$ cat config.mk
export PLATFORM = sky130hd
export DESIGN_NAME = shift_add_mult_ctrl
export DESIGN_NICKNAME = d
export VERILOG_FILES = /design/src/rtl/shift_add_mult_ctrl.sv
export SDC_FILE = /design/constraint.sdc
export NUM_CORES = 1
export LEC_CHECK = 0
export CAP_MARGIN = 20
export CORE_MARGIN = 1.5
export CORE_UTILIZATION = 37
export DETAILED_ROUTE_END_ITERATION = 7
export PLACE_DENSITY = 0.77
export REMOVE_ABC_BUFFERS = 1
export SYNTH_ARGS = -nofsm -noshare
export SYNTH_HDL_FRONTEND = slang
export SYNTH_SLANG_ARGS = --single-unit
$ cat constraint.sdc
create_clock -name clk -period 1.6 [get_ports clk]
set_input_delay 0.32 -clock clk [delete_from_list [all_inputs] [get_ports clk]]
set_output_delay 0.32 -clock clk [all_outputs]
set_load 0.005 [all_outputs]
$ cat src/rtl/shift_add_mult_ctrl.sv
// shift_add_mult_ctrl: sequencer for an unsigned right-shift multiplier that
// owns the M/A/Q registers and drives an external WIDTH+1-bit-result adder.
module shift_add_mult_ctrl #(
    parameter int WIDTH = 32,
    parameter int CNT_W = 6
) (
    input  logic               clk,
    input  logic               rst_n,
    input  logic               start,
    input  logic [WIDTH-1:0]   multiplicand,
    input  logic [WIDTH-1:0]   multiplier,
    output logic [WIDTH-1:0]   add_a,
    output logic [WIDTH-1:0]   add_b,
    input  logic [WIDTH:0]     add_s,
    output logic               busy,
    output logic               done,
    output logic [2*WIDTH-1:0] product
);
    localparam logic [1:0] S_IDLE = 2'd0;
    localparam logic [1:0] S_RUN  = 2'd1;
    localparam logic [1:0] S_DONE = 2'd2;
    logic [1:0]       state_q, state_d;
    logic [WIDTH-1:0] a_q, a_d, q_q, q_d, m_q, m_d;
    logic [CNT_W-1:0] cnt_q, cnt_d;
    always_comb begin
        state_d = state_q;
        a_d     = a_q;
        q_d     = q_q;
        m_d     = m_q;
        cnt_d   = cnt_q;
        if (state_q == S_IDLE) begin
            if (start) begin
                m_d     = multiplicand;
                q_d     = multiplier;
                a_d     = '0;
                cnt_d   = '0;
                state_d = S_RUN;
            end
        end else if (state_q == S_RUN) begin
            // The adder carry lands in A's MSB as the pair shifts right.
            {a_d, q_d} = {add_s, q_q[WIDTH-1:1]};
            cnt_d      = cnt_q + CNT_W'(1);
            state_d    = (cnt_q == CNT_W'(WIDTH - 1)) ? S_DONE : S_RUN;
        end else begin
            state_d = S_IDLE;
        end
    end
    always_ff @(posedge clk or negedge rst_n) begin
        if (!rst_n) begin
            state_q <= S_IDLE;
            a_q     <= '0;
            q_q     <= '0;
            m_q     <= '0;
            cnt_q   <= '0;
        end else begin
            state_q <= state_d;
            a_q     <= a_d;
            q_q     <= q_d;
            m_q     <= m_d;
            cnt_q   <= cnt_d;
        end
    end
    assign add_a   = a_q;
    assign add_b   = q_q[0] ? m_q : '0;
    assign busy    = (state_q == S_RUN) || (state_q == S_DONE);
    assign done    = (state_q == S_DONE);
    assign product = {a_q, q_q};
endmodule

==> results.sh, run 1 <==
export IMPL_drv_slew=0
export IMPL_cts_made_buffers=9
export IMPL_cpPeakStageDelay_ps=440
export IMPL_fmax_ghz=0.617
export IMPL_cts_tree="yes"
export IMPL_hold_class="in -> async"
export IMPL_violations="setup timing"
export IMPL_avgSynthCellArea_um2=12.2
export IMPL_firstDrtPassIters=4
export IMPL_timing_hold_ws_ps=448
export IMPL_final_net_count=714
export IMPL_start_kind="flop"
export IMPL_routed_wl_met3_um=991
export IMPL_core_um2=12200
export IMPL_drt_total_wl_mm=12.8
export IMPL_synthesis_area_um2=4680
export IMPL_slew_headroom_pct=74.1
export IMPL_insertion_delay_ps=330
export IMPL_synth_edf_count=0
export IMPL_ys_flop_type="dfrtp_1"
export IMPL_route_detailed_drc=0
export IMPL_slowest_stage="dfrtp_2"
export IMPL_antenna_found_initial=0
export IMPL_io_buffers=229
export IMPL_start_util_pct=38.5
export IMPL_status="complete, but fails checks"
export IMPL_drt_met1_wl_mm=5.15
export IMPL_cts_root_buf="clkbuf_16"
export IMPL_fin_cells=783
export IMPL_die_width_um=116
export IMPL_syn_inst=384
export IMPL_critPathRequiredTime_ps=1280
export IMPL_synth_yosys_warnings=0
export IMPL_skew_ps=4.65
export IMPL_synthMuxAreaShare_pct=15.8
export IMPL_period_share_pct=101
export IMPL_area_growth_pct=68.4
export IMPL_final_hold_viol_count=0
export IMPL_vias=3713
export IMPL_grt_pass1_vias=3851
export IMPL_path_max_fanout=8
export IMPL_final_util_pct=64.9
export IMPL_synthXorXnorAreaFrac_pct=0.187
export IMPL_pin_count=230
export IMPL_yosys_top_cells_count="dfrtp_1, buf_4, nand2_1"
export IMPL_diodes=0
export IMPL_period_needed_ps=1620
export IMPL_track_usage_pct=18.5
export IMPL_fp_row_count=40
export IMPL_place_hpwl_mm=8.67
export IMPL_synth_top_family_by_area="multiplexers"
export IMPL_grt_overflow=0
export IMPL_cts_buffer_depth=2
export IMPL_design_area_um2=7890
export IMPL_total_leakage_power_nw=3.90
export IMPL_synth_adder_area_share_pct=1.07
export IMPL_peakVddDrop_v=0.000910
export IMPL_place_area_um2=7070
export IMPL_synth_area_leaders="dfrtp_1, mux2i_1, buf_4, a22o_1, mux2_1"
export IMPL_crit_type="reg -> out"
export IMPL_die_y_um=116
export IMPL_rsz0062_at_grt="true"
export IMPL_grt_pass1_wl_mm=19.2
export IMPL_synth_most_common_cell="dfrtp_1"
export IMPL_yosys_area_top_type="dfrtp_1"
export IMPL_fin_tns_setup_ps=-196
export IMPL_grt_max_degree=76
export IMPL_path_cells="buf_12, buf_12, and2_1, buf_2"
export IMPL_dr_first_iter_drc_count=130
export IMPL_route_met2_wl_mm=6.57
export IMPL_gp_congestion=0.763
export IMPL_synth_seq_cells=104
export IMPL_wl_per_cell_um=16.4
export IMPL_top_layer="met4"
export IMPL_crit_family="flip-flops"
export IMPL_path_clk_slew_ps=70
export IMPL_async_flop_share_pct=100
export IMPL_worst_slack_ps=-19.7
export IMPL_cpMostUsedCell="buf_12"
export IMPL_ys_types=28
export IMPL_fillers=936
export IMPL_worstMarginPinSlew_ps=389
export IMPL_crit_path_end_kind="output port"
export IMPL_htreeDepth=3
export IMPL_dp_cells=746
export IMPL_multi_input_area_um2=1790
export IMPL_ys_seq_area_share_pct=55.6
export IMPL_ff_latch_area_um2=2600
export IMPL_place_ws_ps=-112
export IMPL_synth_compound_area_share_pct=10.8
export IMPL_powerDensity_nw_per_um2=1890
export IMPL_clkSinkCount=104
export IMPL_synth_simple_area_share_pct=8.20
export IMPL_setup_violations=28
export IMPL_ant_nets=0
export IMPL_total_power_mw=14.9
export IMPL_layout_drive_gt1_share_pct=22.4
export IMPL_synth_top_cell_area_share_pct=55.6
export IMPL_cp_arrival_ps=1300
export IMPL_cp_num_buf_inv=3
export IMPL_die_area_um2=13300
export IMPL_routed_via_density=4.74
export IMPL_maxCapViolations=0
-- registers in the layout, summed over array words and instances (netlist names) --
register / cells
add_a: 32
q_q: 32
state_q: 2
cnt_q: 6
m_q: 32
-- path summary, 6_finish.rpt --
kind | from | endpoint | slack (ps) | cells past startpoint
min reg2reg | cnt_q[4] | cnt_q[4] | 480 | 1
min in group clk | cnt_q[4] | cnt_q[4] | 480 | 1
max | q_q[0] | add_b[26] | -20 | 4
min | rst_n | m_q[25] | 450 | 2
max in group asynchronous | rst_n | add_a[12] | 630 | 3
max reg2reg | state_q[0] | m_q[31] | 70 | 6
-- area by class of cell --
cell class / count / area share, %
well taps: 168 / 2.66
multi-input cells: 221 / 22.7
repair buffers: 271 / 37.4
inverters: 3 / 0.143
clock inverters: 2 / 0.444
flip-flops and latches: 104 / 33.0
clock buffers: 14 / 3.60
-- kinds of logic after synthesis --
kind of cell | Yosys count
compound gates | 74
fa+ha+maj | 4
xor+xnor | 1
buf+inv | 59
flops | 104
simple gates | 75
mux | 67
-- placed cells by master (no fill, tap or decap), drive strengths merged, types with 29 or more instances in the layout --
| master | n |
|---|---|
| clkdlybuf4s50 | 160 |
| dfrtp | 104 |
| buf | 71 |
| nand2 | 37 |
| mux2i | 35 |
| o21ai | 34 |
| a22o | 33 |
| and2 | 32 |
| mux2 | 32 |
| dlymetal6s2s | 29 |
-- power by group --
| group | internal (mW) | total (mW) | switching (mW) |
|---|---|---|---|
| Clock | 1.38 | 2.30 | 0.914 |
| Combinational | 5.03 | 7.92 | 2.89 |
| Sequential | 3.82 | 4.68 | 0.855 |
| Total | 10.2 | 14.9 | 4.66 |
-- timing repair --
action / CTS / global route
resized for setup: 188 / 52
hold buffers: 1 / 0
setup buffers: 4 / 10
setup endpoints to repair: 40 / 136
gates cloned: 3 / 3
endpoints found under the hold margin: 24 / 0
-- layer usage --
| metal | global-route usage [%] | vias to the layer above |
|---|---|---|
| li1 | - | 1756 |
| met1 | 22.2 | 1796 |
| met2 | 32.7 | 152 |
| met3 | 5.23 | 9 |
| met4 | 4.94 | 0 |
| met5 | 0 | - |
(Power assumes the default switching activity.)
==> run 2, diff against run 1 <==
--- a/config.mk
+++ b/config.mk
@@ -5,9 +5,9 @@
 export SDC_FILE = /design/constraint.sdc
 export NUM_CORES = 1
 export LEC_CHECK = 0
-export CAP_MARGIN = 20
 export CORE_MARGIN = 1.5
 export CORE_UTILIZATION = 37
+export CTS_CLUSTER_DIAMETER = 120
 export DETAILED_ROUTE_END_ITERATION = 7
 export PLACE_DENSITY = 0.77
 export REMOVE_ABC_BUFFERS = 1
==> results of run 2 <==
No change in the layout: final DEF, timing and power equal those of run 1.
